**config.mk**
```make
export PLATFORM = sky130hd
export DESIGN_NAME = mant_align_pipe
export DESIGN_NICKNAME = d
export VERILOG_FILES = /design/src/rtl/mant_align_pipe_pkg.sv /design/src/rtl/mant_align_pipe_lane_shifter.sv /design/src/rtl/mant_align_pipe.sv
export SDC_FILE = /design/constraint.sdc
export NUM_CORES = 1
export LEC_CHECK = 0
export BUFFER_PORTS_ARGS = -buffer_cell sky130_fd_sc_hd__buf_2
export CORE_UTILIZATION = 56
export DETAILED_ROUTE_END_ITERATION = 10
export PLACE_DENSITY = 0.85
export SYNTH_ARGS = -nofsm -noshare
export SYNTH_HDL_FRONTEND = slang
export SYNTH_SLANG_ARGS = --single-unit
export TNS_END_PERCENT = 30
```
**constraint.sdc**
```tcl
create_clock -name clk -period 1.6 [get_ports clk]
set_input_delay 0.32 -clock clk [delete_from_list [all_inputs] [get_ports clk]]
set_output_delay 0.32 -clock clk [all_outputs]
set_load 0.02 [all_outputs]
```
**src/rtl/mant_align_pipe_pkg.sv**
```systemverilog
// rtl/mant_align_pipe_pkg.sv - shared lane constants and slice helpers for the GEMM alignment datapath
package mant_align_pipe_pkg;

    localparam int LANES       = 4;
    localparam int DEF_EXP_W   = 3;
    localparam int DEF_MAN_W   = 3;
    localparam int DEF_GRD_W   = 2;

    // Aligned magnitude: hidden bit + fraction + guard bits + sticky.
    function automatic int aln_w(input int man_w, input int grd_w);
        return man_w + grd_w + 2;
    endfunction

    function automatic int lane_lsb(input int lane, input int width);
        return lane * width;
    endfunction

endpackage

```
**src/rtl/mant_align_pipe_lane_shifter.sv**
```systemverilog
// rtl/mant_align_pipe_lane_shifter.sv - combinational per-lane right shift with sticky
module mant_align_pipe_lane_shifter
    import mant_align_pipe_pkg::*;
#(
    parameter int EXP_W = DEF_EXP_W,
    parameter int MAN_W = DEF_MAN_W,
    parameter int GRD_W = DEF_GRD_W,
    localparam int EXT_W = MAN_W + 1 + GRD_W,
    localparam int ALN_W = EXT_W + 1
) (
    input  logic [MAN_W:0]     sig_i,
    input  logic [EXP_W-1:0]   sh_i,
    input  logic               zero_i,
    output logic [ALN_W-1:0]   mag_o
);

    logic [EXT_W-1:0]   ext;
    logic [2*EXT_W-1:0] wide;
    logic               sat;

    // The low half of wide collects every bit shifted out, so its OR is the sticky.
    always_comb begin
        ext  = {sig_i, {GRD_W{1'b0}}};
        wide = {ext, {EXT_W{1'b0}}} >> sh_i;
        sat  = 32'(sh_i) >= EXT_W;
        if (zero_i) begin
            mag_o = '0;
        end else if (sat) begin
            mag_o = {{EXT_W{1'b0}}, |sig_i};
        end else begin
            mag_o = {wide[2*EXT_W-1:EXT_W], |wide[EXT_W-1:0]};
        end
    end

endmodule

```
**src/rtl/mant_align_pipe.sv**
```systemverilog
// rtl/mant_align_pipe.sv - two-stage significand alignment to the block max exponent
module mant_align_pipe
    import mant_align_pipe_pkg::*;
#(
    parameter int EXP_W = DEF_EXP_W,
    parameter int MAN_W = DEF_MAN_W,
    parameter int GRD_W = DEF_GRD_W,
    localparam int ALN_W = aln_w(MAN_W, GRD_W),
    localparam int SIG_W = MAN_W + 1
) (
    input  logic                   clk,
    input  logic                   rst_n,
    input  logic                   in_valid,
    output logic                   in_ready,
    input  logic [LANES-1:0]       in_sign,
    input  logic [LANES*EXP_W-1:0] in_exp,
    input  logic [LANES*MAN_W-1:0] in_man,
    input  logic [EXP_W-1:0]       in_max_exp,
    output logic                   out_valid,
    input  logic                   out_ready,
    output logic [LANES-1:0]       out_sign,
    output logic [LANES*ALN_W-1:0] out_mag,
    output logic [EXP_W-1:0]       out_exp,
    output logic                   out_err
);

    logic                   s1_valid_q, s1_valid_d;
    logic [LANES-1:0]       s1_sign_q,  s1_sign_d;
    logic [EXP_W-1:0]       s1_exp_q,   s1_exp_d;
    logic [LANES*SIG_W-1:0] s1_sig_q,   s1_sig_d;
    logic [LANES-1:0]       s1_zero_q,  s1_zero_d;
    logic [LANES*EXP_W-1:0] s1_sh_q,    s1_sh_d;
    logic [LANES-1:0]       s1_err_q,   s1_err_d;

    logic                   s2_valid_q, s2_valid_d;
    logic [LANES-1:0]       s2_sign_q,  s2_sign_d;
    logic [LANES*ALN_W-1:0] s2_mag_q,   s2_mag_d;
    logic [EXP_W-1:0]       s2_exp_q,   s2_exp_d;
    logic                   s2_err_q,   s2_err_d;

    logic                   s2_free;
    logic [LANES*ALN_W-1:0] lane_mag;

    assign s2_free  = !s2_valid_q || out_ready;
    assign in_ready = !s1_valid_q || s2_free;

    always_comb begin
        s1_valid_d = s1_valid_q;
        s1_sign_d  = s1_sign_q;
        s1_exp_d   = s1_exp_q;
        s1_sig_d   = s1_sig_q;
        s1_zero_d  = s1_zero_q;
        s1_sh_d    = s1_sh_q;
        s1_err_d   = s1_err_q;
        if (in_ready) begin
            s1_valid_d = in_valid;
        end
        if (in_valid && in_ready) begin
            s1_sign_d = in_sign;
            s1_exp_d  = in_max_exp;
            for (int i = 0; i < LANES; i++) begin
                // An exponent above the reported max is a comparator fault; leave the lane unshifted.
                s1_err_d[i]  = in_exp[lane_lsb(i, EXP_W) +: EXP_W] > in_max_exp;
                s1_zero_d[i] = in_exp[lane_lsb(i, EXP_W) +: EXP_W] == '0;
                s1_sh_d[lane_lsb(i, EXP_W) +: EXP_W] = s1_err_d[i] ? '0
                    : in_max_exp - in_exp[lane_lsb(i, EXP_W) +: EXP_W];
                s1_sig_d[lane_lsb(i, SIG_W) +: SIG_W] =
                    {!s1_zero_d[i], in_man[lane_lsb(i, MAN_W) +: MAN_W]};
            end
        end
    end

    for (genvar g = 0; g < LANES; g++) begin : g_lane
        mant_align_pipe_lane_shifter #(
            .EXP_W (EXP_W),
            .MAN_W (MAN_W),
            .GRD_W (GRD_W)
        ) u_shift (
            .sig_i  (s1_sig_q[g*SIG_W +: SIG_W]),
            .sh_i   (s1_sh_q[g*EXP_W +: EXP_W]),
            .zero_i (s1_zero_q[g]),
            .mag_o  (lane_mag[g*ALN_W +: ALN_W])
        );
    end

    always_comb begin
        s2_valid_d = s2_valid_q;
        s2_sign_d  = s2_sign_q;
        s2_mag_d   = s2_mag_q;
        s2_exp_d   = s2_exp_q;
        s2_err_d   = s2_err_q;
        if (s2_free) begin
            s2_valid_d = s1_valid_q;
        end
        if (s2_free && s1_valid_q) begin
            s2_sign_d = s1_sign_q;
            s2_mag_d  = lane_mag;
            s2_exp_d  = s1_exp_q;
            s2_err_d  = |s1_err_q;
        end
    end

    always_ff @(posedge clk or negedge rst_n) begin
        if (!rst_n) begin
            s1_valid_q <= 1'b0;
            s1_sign_q  <= '0;
            s1_exp_q   <= '0;
            s1_sig_q   <= '0;
            s1_zero_q  <= '0;
            s1_sh_q    <= '0;
            s1_err_q   <= '0;
            s2_valid_q <= 1'b0;
            s2_sign_q  <= '0;
            s2_mag_q   <= '0;
            s2_exp_q   <= '0;
            s2_err_q   <= 1'b0;
        end else begin
            s1_valid_q <= s1_valid_d;
            s1_sign_q  <= s1_sign_d;
            s1_exp_q   <= s1_exp_d;
            s1_sig_q   <= s1_sig_d;
            s1_zero_q  <= s1_zero_d;
            s1_sh_q    <= s1_sh_d;
            s1_err_q   <= s1_err_d;
            s2_valid_q <= s2_valid_d;
            s2_sign_q  <= s2_sign_d;
            s2_mag_q   <= s2_mag_d;
            s2_exp_q   <= s2_exp_d;
            s2_err_q   <= s2_err_d;
        end
    end

    assign out_valid = s2_valid_q;
    assign out_sign  = s2_sign_q;
    assign out_mag   = s2_mag_q;
    assign out_exp   = s2_exp_q;
    assign out_err   = s2_err_q;

endmodule

```
== After elaboration in Yosys (flattened, before gate mapping) ==
Index checks and enable logic that the tools add are counted.

* Register bits after elaboration: 81
* Input bits: 35
* Logic and storage cells: 63
* Output and inout bits: 38

* Shift-type cells: 4
* Order comparisons: 8
* $add $sub $neg: 4
* Multiplexer cells: 12
* Reductions and logical operators: 23

{| class="wikitable"
|+ Operator list
! operator !! number
|-
| 7-bit 2-to-1 mux || 8
|-
| 12-bit by 3-bit >> shifter with 12-bit output || 4
|-
| 6-bit OR reduction || 4
|-
| 4-bit OR reduction || 5
|-
| 3-bit >= comparator (second input constant) || 4
|-
| 3-bit > comparator || 4
|-
| 3-bit logical NOT || 4
|-
| 3-bit 2-to-1 mux || 4
|-
| 3-bit subtractor || 4
|-
| 1-bit logical NOT || 6
|-
| 1-bit logical AND || 2
|-
| 1-bit logical OR || 2
|}

== Depth between registers and ports, before layout ==
Gate-level depths: netlist (run 1).

* Depth after elaboration: 4
* Mapped depth: 5

== By module ==
Synthesis (run 1) repeated with hierarchy kept, for this count alone.

* Cell total of the unflattened synthesis: 360
* Area, all modules: 4375.4 µm²

{| class="wikitable"
|+ By module, submodules not included
! module !! times used !! cells an instance !! seq. area each (µm²) !! area an instance (µm²)
|-
| mant_align_pipe || 1 || 236 || 2026.9 || 3429.5
|-
| mant_align_pipe_lane_shifter || 4 || 31 || 0.0 || 236.5
|}

== Least setup slack after synthesis (run 1) ==
Ideal clock, no wire load.

* Path type: flip-flop to flip-flop
* Start point: register s2_valid_q (netlist: out_valid)
* End point: register s2_exp_q[0] (netlist: out_exp[0])
* Required time: 1.475 ns
* Path buffers: 1
* Slack: 0.127 ns
* Arrival time: 1.349 ns
* Period minus slack after synthesis: 1.473 ns
* Stages on the path, launching flop included: 5
* Setup time: 0.125 ns
* Cell sequence: dfrtp_1 -> nand2b_1 -> nand2_1 -> buf_2 -> mux2_2

* Word-level cells in the longest chain between the ends: 3

{| class="wikitable"
|+ RTL lines
! what !! RTL line !! text
|-
| start, declared || mant_align_pipe.sv:35 || <nowiki>logic s2_valid_q, s2_valid_d;</nowiki>
|-
| start signal, assigned || mant_align_pipe.sv:125 || <nowiki>s2_valid_q <= s2_valid_d;</nowiki>
|-
| 1-bit logical NOT || mant_align_pipe.sv:44 || <nowiki>assign s2_free = !s2_valid_q || out_ready;</nowiki>
|-
| 1-bit logical OR || mant_align_pipe.sv:44 ||
|-
| 1-bit logical AND || mant_align_pipe.sv:95 || <nowiki>if (s2_free && s1_valid_q) begin</nowiki>
|-
| end signal, assigned || mant_align_pipe.sv:128 || <nowiki>s2_exp_q <= s2_exp_d;</nowiki>
|-
| end, declared || mant_align_pipe.sv:38 || <nowiki>logic [EXP_W-1:0] s2_exp_q, s2_exp_d;</nowiki>
|}

Every way passes these cells.
A chain may end at the register's enable or synchronous reset.

== Worst setup path in the final report (run 1) ==
* Start point: register s1_valid_q
* End point: output in_ready

* Word-level cells in the longest chain between the ends: 2

{| class="wikitable"
|+ RTL lines
! what !! RTL line !! text
|-
| start, declared || mant_align_pipe.sv:27 || <nowiki>logic s1_valid_q, s1_valid_d;</nowiki>
|-
| start signal, assigned || mant_align_pipe.sv:118 || <nowiki>s1_valid_q <= s1_valid_d;</nowiki>
|-
| 1-bit logical NOT || mant_align_pipe.sv:45 || <nowiki>assign in_ready = !s1_valid_q || s2_free;</nowiki>
|-
| 1-bit logical OR || mant_align_pipe.sv:45 ||
|-
| end, declared || mant_align_pipe.sv:14 || <nowiki>output logic in_ready,</nowiki>
|}

Every way passes these cells.

==> impl_metrics.csv, run 1 <==
group,metric,value,unit
synth,syn_area,4110,µm²
setup_path,crit_chain,"nand3b_1 -> buf_6 -> buf_6",
setup_path,max_stage_delay,0.43,ns
timing,holdWs,-0.00759,ns
setup_path,cp_common_cell,"buf_6",
timing,rsz0062_at_grt,"false",
detailed_routing,drt_wl_total,9320,µm
setup_path,reg2reg_slack,0.11,ns
detailed_routing,vias,3130,
placement,portBuffers,72,
synth,synth_edf_count,0,
finish,fin_area,4920,µm²
power,clockPowerShare,23.9,%
placement,place.gp.congestion,0.854,
finish,area_growth,19.7,%
clocking,path_clk_slew,0.08,ns
detailed_routing,dr_wl_met3,319,µm
timing,hold_viol,11,
finish,multiInputGateArea,1920,µm²
floorplanning,die_w,87.6,µm
clocking,cts_sinks,81,
power,switching_share,33.9,%
placement,hpwl,6520,µm
floorplanning,coreArea,6940,µm²
detailed_routing,drc,0,
synth,ys_ff_latch,81,
timing,worst_pin_slew,0.415,ns
synth,synth_top_cells_by_area,"dfrtp_1 49%, mux2_4 6.9%, mux2_2 4.7%",
synth,yosys.cell_types.count,42,
floorplanning,pin_count,73,
setup_path,rr_endpoint,"out_mag[24]",
detailed_routing,wl_met1,4140,µm
synth,synthArstFlopShare,100,%
floorplanning,rows,30,
synth,synthCells,338,
setup_path,endpoint_kind,"primary output",
timing,min_period,1.53,ns
finish,regArea,2030,µm²
grt,grt_pass1_wl,15400,µm
grt,grt_max_degree,82,
finish,fill_cells,485,
setup_path,crit_path_start_kind,"register",
setup_path,worstReg2RegStart,"out_valid",
setup_path,cp.required,1.28,ns
synth,synth.avg_cell_area,12.2,µm²
outcome,status,"finished with violations",
power,ir_worst_vdd,0.000667,V
clocking,hold_buffers,0,
timing,slew_viol_final,0,
synth,syn-num-nets,389,
clocking,cts_tree,"built",
synth,yosysSeqAreaShare,49.3,%
detailed_routing,post_drt_wl_per_cell,17.7,µm
power,seqPwrFrac,45.0,%
clocking,clock_latency,0.35,ns
placement,place_area,4670,µm²
floorplanning,initial_core_util,59.2,%
detailed_routing,drt_iter0_drc,157,
timing,min_period_over_period,95.5,%
outcome,violations,"hold timing",
timing,fin_setup_tns,0,ns
finish,layout.nets,475,
run,cap_violations,0,
setup_path,crit_path_max_fanout,7,
power,switchingPower,0.00212,W
floorplanning,die_area,7680,µm²
detailed_routing,viasPerCell,5.96,
finish,layout-drive-gt1-share,35.7,%
detailed_routing,firstDrtPassIters,4,
setup_path,crit_arrival,1.21,ns
grt,grt_pass1_vias,3207,
grt,antenna_found_initial,0,
setup_path,reg2reg_depth,4,
timing,worst_clock_skew,0.00697,ns
synth,synth_top_area_cell,"dfrtp_1",
timing,max_freq,654,MHz
synth,yosys_warnings,0,
finish,fin_util,70.8,%
power,p_per_area,1270,nW/µm²
grt,grt_overflow_total,0,
detailed_routing,met2_wirelength,4670,µm
clocking,cts_buffers,9,
synth,synth_top_area_share,49.3,%
synth,ys.flop_type,"dfrtp_1",
timing,relSlewSlack,72.3,%
grt,grt_use_total,26.6,%
power,comb_power_share,31.0,%
setup_path,critPathSlowestCell,"dfrtp_1",
power,leakagePower,2.36,nW
power,p_int,0.00414,W
clocking,clockBufferDepth,2,
setup_path,path_class,"register to primary output",
detailed_routing,top_layer,"met4",
finish,diodes,0,
detailed_routing,drtAntennaViolNets,0,
worst_hold_path,min_path_type,"input port to async pin",
setup_path,crit_path_start,"s1_valid_q",
clocking,cts_htree_levels,3,
clocking,root_buffer,"clkbuf_8",
floorplanning,die_y,87.6,µm
timing,setup_viol,0,
==> layer usage <==
layer,global-route usage [%],vias up
met4,11.9,0
met1,34.8,1591
met2,44.5,90
met5,0,-
li1,-,1430
met3,3.68,19
==> cells in the mapped netlist (2+ instances only) <==
cell,count
or4_1,3
o211ai_1,4
xor2_1,4
buf_6,2
nand3b_1,2
a21o_1,4
mux2i_1,13
ha_1,12
a211oi_1,4
o31ai_1,2
fa_1,4
nand2_1,6
inv_1,18
nand3_1,6
o21a_1,5
mux2_4,19
nor2_1,6
nor3b_1,4
o21ai_0,15
a211o_1,2
nor4_1,2
a32o_1,9
clkbuf_1,10
buf_2,6
and2_1,2
dfrtp_1,81
mux2_2,17
nand2b_1,13
a31o_2,4
o22ai_1,8
a22o_1,6
nor2b_1,4
nor3_1,11
and3b_1,6
o2bb2ai_1,17
==> sequential cells by signal (all words and copies together), names as in the netlist <==
register and flops:
out_err 1, out_exp 3, s1_exp_q 3, s1_valid_q 1
out_mag 28, s1_zero_q 4, s1_sh_q 12, out_sign 4
s1_sig_q 16, out_valid 1, s1_sign_q 4, s1_err_q 4
==> cells in the final DEF (no fill, tap or decap), drive strengths merged, types with 4 or more instances in the layout <==
master,netlist,layout
o22ai,8,8
xor2,4,4
mux2i,13,13
o2bb2ai,17,17
o21ai,15,15
a22o,6,6
nand2b,13,13
nor2,6,6
ha,12,12
a211oi,4,4
dfrtp,81,81
nand2,6,6
nor3,11,11
o21a,5,5
a32o,9,9
nor2b,4,4
and3b,6,6
clkbuf,10,10
buf,8,93
fa,4,4
clkinv,0,4
inv,19,19
o211ai,4,4
mux2,36,36
a21o,4,4
a31o,4,4
nor3b,4,4
nand3,6,6
==> logic make-up (layout without fill, tap and decap cells) <==
logic type	after synthesis	after routing	share of synthesized area (%)
XOR/XNOR	4	4	0.853
flip-flops	81	81	49.3
AO/OA/AOI/OAI	83	83	15.6
adder cells (fa/ha/maj)	16	16	5.60
buffers and inverters	37	128	3.93
AND/OR/NAND/NOR	68	68	9.93
multiplexers	49	49	14.8
==> power groups by stage <==
stage                     sequential, W  combinational [W]  clock (W)
after global routing            0.00288            0.00211    0.00158
after detailed placement        0.00285            0.00192          0
after floorplan                 0.00308            0.00100          0
final                           0.00282            0.00194    0.00150
after CTS                       0.00282            0.00193    0.00151
after global placement          0.00282            0.00186          0
==> stage by stage <==
stage	setup slack [ns]	hold WS, ns	cells	total power [W]
final	0.0717	-0.00759	525	0.00626
after global routing	0.0202	0.0284	525	0.00658
after CTS	0.00193	0.00437	521	0.00626
after detailed placement	0.0447	0.378	504	0.00477
after global placement	0.0998	0.378	504	0.00468
after floorplan	0.127	0.0244	338	0.00408
==> area by class of cell <==
cell class | instances | share of cell area, %
inverters | 19 | 1.45
repair buffers | 93 | 11.8
clock inverters | 6 | 1.17
well taps | 96 | 2.44
clock buffers | 10 | 2.80
multi-input cells | 220 | 39.1
flip-flops and latches | 81 | 41.2
==> timing repair <==
item / in CTS / in global routing
endpoints found under the hold margin: 0 / 0
resized for setup: 1 / 3
buffers inserted: 1 / 4
pin swaps: 0 / 2
setup endpoints to repair: 1 / 2
==> worst max-delay path by stage <==
stage | end | slack, ns
final | in_ready | 0.07
after global routing | in_ready | 0.02
after CTS | in_ready | 0.002
after detailed placement | s1_sh_q[7] | 0.04
after global placement | out_mag[24] | 0.1
after floorplan | out_exp[0] | 0.13
==> critical path: cells and delay by family (launching register included) <==
family        cells  cell delay (ns)
buf+inv           2             0.29
simple gates      1             0.14
flops             1             0.43
No activity file was read; power rests on OpenSTA's default activity.
==> run 2: changes to the inputs <==
--- a/config.mk
+++ b/config.mk
@@ -5,10 +5,11 @@
 export SDC_FILE = /design/constraint.sdc
 export NUM_CORES = 1
 export LEC_CHECK = 0
+export ABC_AREA = 1
 export BUFFER_PORTS_ARGS = -buffer_cell sky130_fd_sc_hd__buf_2
-export CORE_UTILIZATION = 56
+export CORE_UTILIZATION = 55
 export DETAILED_ROUTE_END_ITERATION = 10
-export PLACE_DENSITY = 0.85
+export PLACE_DENSITY = 0.84
 export SYNTH_ARGS = -nofsm -noshare
 export SYNTH_HDL_FRONTEND = slang
 export SYNTH_SLANG_ARGS = --single-unit
==> run 2 against run 1 <==
Compared with the run above: the run now ends clean; sequential share of layout area up 2.3 points; setup slack better by 0.049 ns; clock power up 5%; critical path depth up 3; synthesized area down 4.3%; core utilization down 2.7 points; design area down 5.4%; synthesized cell count up 36%; global-route usage down 2.2 points; routed wire length down 11%; sequential power about the same; critical path type is now register to register.
==> impl_metrics.csv, run 2 <==
group,metric,value,unit
setup_path,reg2reg_slack,0.12,ns
synth,synth_top_area_share,51.6,%
clocking,cts_htree_levels,3,
timing,slew_viol_final,0,
timing,min_period,1.48,ns
placement,hpwl,6150,µm
setup_path,critPathSlowestCell,"dfrtp_1",
finish,final_common_cell,"nand2_1",
placement,portBuffers,72,
detailed_routing,drt_iter0_drc,187,
setup_path,crit_cells,6,
placement,place.gp.congestion,0.930,
timing,relSlewSlack,72.8,%
detailed_routing,drc,0,
clocking,cts_tree,"built",
power,ir_worst_vdd,0.000820,V
setup_path,crit_path_max_fanout,22,
synth,synth_top_area_cell,"dfrtp_1",
setup_path,path_buf_inv,2,
finish,mostFrequentLayoutCells,"135 x nand2_1, 81 x dfrtp_1, 71 x buf_2",
synth,synth.avg_cell_area,8.58,µm²
clocking,clock_latency,0.35,ns
timing,setup_viol,0,
power,leakagePower,2.45,nW
setup_path,cp.required,1.84,ns
detailed_routing,post_drt_wl_per_cell,13.0,µm
timing,min_period_over_period,92.5,%
floorplanning,initial_core_util,57.5,%
detailed_routing,viasPerCell,5.31,
setup_path,reg2reg_depth,6,
detailed_routing,vias,3393,
power,p_per_area,1370,nW/µm²
outcome,status,"finished, final reports clean",
setup_path,worstReg2RegStart,"out_valid",
synth,yosys.cell_types.count,31,
run,cap_violations,0,
synth,syn_area,3930,µm²
grt,grt_pass1_vias,3228,
timing,hold_viol,0,
floorplanning,die_y,86.5,µm
finish,area_growth,18.4,%
setup_path,crit_end,"s1_sig_q[3]",
clocking,root_buffer,"clkbuf_8",
synth,synthCells,458,
timing,worst_pin_slew,0.403,ns
floorplanning,pin_count,73,
synth,synthArstFlopShare,100,%
setup_path,rr_endpoint,"s1_sig_q[3]",
finish,layout-drive-gt1-share,19.2,%
finish,layout.nets,589,
timing,setup_slack,0.121,ns
floorplanning,die_area,7490,µm²
synth,synth_most_common_cell,"nand2_1",
synth,syn-num-nets,509,
synth,synthTopCellsByCount,"135 x nand2_1, 81 x dfrtp_1, 56 x inv_1, 56 x o21ai_0, 17 x nand3_1",
timing,rsz0062_at_grt,"false",
clocking,ctsResizeCount,0,
timing,fin_setup_tns,0,ns
synth,ys_ff_latch,81,
setup_path,path_class,"register to register",
clocking,clockBufferDepth,2,
synth,yosys_warnings,0,
synth,ys.flop_type,"dfrtp_1",
timing,max_freq,676,MHz
synth,yosysSeqAreaShare,51.6,%
synth,synth_top_cells_by_area,"dfrtp_1 52%, nand2_1 13%, o21ai_0 7.1%",
grt,grt_max_degree,30,
finish,largest_reg_flops,28,
grt,grt_use_total,24.4,%
setup_path,endpoint_kind,"register",
detailed_routing,drtAntennaViolNets,0,
floorplanning,coreArea,6830,µm²
detailed_routing,drt_wl_total,8300,µm
finish,fill_cells,560,
setup_path,max_stage_delay,0.42,ns
grt,grt_pass1_wl,14100,µm
placement,place_ws,0.0244,ns
finish,diodes,0,
worst_hold_path,min_path_type,"input port to register",
floorplanning,die_w,86.5,µm
detailed_routing,firstDrtPassIters,5,
setup_path,crit_path_start,"out_valid",
timing,worst_clock_skew,0.00675,ns
setup_path,crit_chain,"nand3_2 -> nand2_4 -> inv_2 -> buf_4 -> nand2_1 -> o21a_1",
clocking,path_clk_slew,0.08,ns
grt,grt_overflow_total,0,
setup_path,crit_arrival,1.72,ns
clocking,cts_sinks,81,
clocking,cts_buffers,9,
setup_path,crit_path_start_kind,"register",
floorplanning,rows,30,
setup_path,path_delay_family,"buffers and inverters",
synth,synth_edf_count,0,
grt,antenna_found_initial,0,
==> run 2: cell families (layout without fill, tap and decap cells) <==
group	after synthesis	count (layout)	share of synthesized area [%]
AO/OA/AOI/OAI	111	111	16.3
XOR/XNOR	4	4	0.891
adder cells (fa/ha/maj)	16	16	5.86
buffers and inverters	71	156	7.29
flip-flops	81	81	51.6
AND/OR/NAND/NOR	175	175	18.1
==> run 2: layout make-up <==
| class | count | area, µm² | area share (%) |
|---|---|---|---|
| Clock inverter | 6 | 82.6 | 1.77 |
| Inverter | 59 | 223 | 4.78 |
| Clock buffer | 10 | 128 | 2.74 |
| Multi-Input combinational cell | 306 | 1620 | 34.7 |
| Timing Repair Buffer | 81 | 458 | 9.84 |
| Sequential cell | 81 | 2030 | 43.5 |
| Tap cell | 96 | 120 | 2.58 |
==> run 2: tightest hold or removal path: cells and delay by family <==
family | cells | cell delay (ns)
buffers and inverters | 1 | 0.07
AND/OR/NAND/NOR | 2 | 0.09
==> run 2: stage by stage <==
step	total power (W)	hold slack [ns]	cell area (µm²)	util (%)	std cells
6_report	0.00639	0.159	4650	68.1	639
5_1_grt	0.00680	0.161	4650	68.1	639
4_1_cts	0.00643	0.149	4650	68.1	639
3_5_place_dp	0.00485	0.265	4430	64.9	622
3_3_place_gp	0.00478	0.265	4430	64.9	622
2_1_floorplan	0.00415	0.0244	3930	-	458
==> run 2: repair_timing <==
item / 4_1_cts / 5_1_grt
hold endpoints to repair: 25 / 0
setup endpoints to repair: 0 / 0
hold buffers: 1 / 0
buffers inserted: 0 / 0
==> run 2: report_power, final <==
group | internal [W] | switching [W]
Sequential | 0.00252 | 0.000306
Clock | 0.000870 | 0.000708
Combinational | 0.000689 | 0.00130
Total | 0.00408 | 0.00231
==> run 2: worst min path at each step <==
stage	from	end	slack [ns]	cells after the start
3_5_place_dp	rst_n	out_mag[25]	0.27	1
4_1_cts	in_man[5]	s1_sig_q[6]	0.15	3
3_3_place_gp	rst_n	out_mag[25]	0.27	1
6_report	in_man[5]	s1_sig_q[6]	0.16	3
5_1_grt	in_man[5]	s1_sig_q[6]	0.16	3
2_1_floorplan	rst_n	out_err	0.02	0
==> run 2: layer usage <==
layer | part of all wire (%) | vias to the layer above | track usage (%) | wire length (µm)
met4 | 3.1 | 0 | 13.2 | 260
li1 | - | 1667 | - | -
met5 | 0 | - | 0 | 0
met3 | 5.1 | 21 | 4.10 | 421
met2 | 47 | 121 | 39.1 | 3870
met1 | 45 | 1584 | 32.0 | 3740
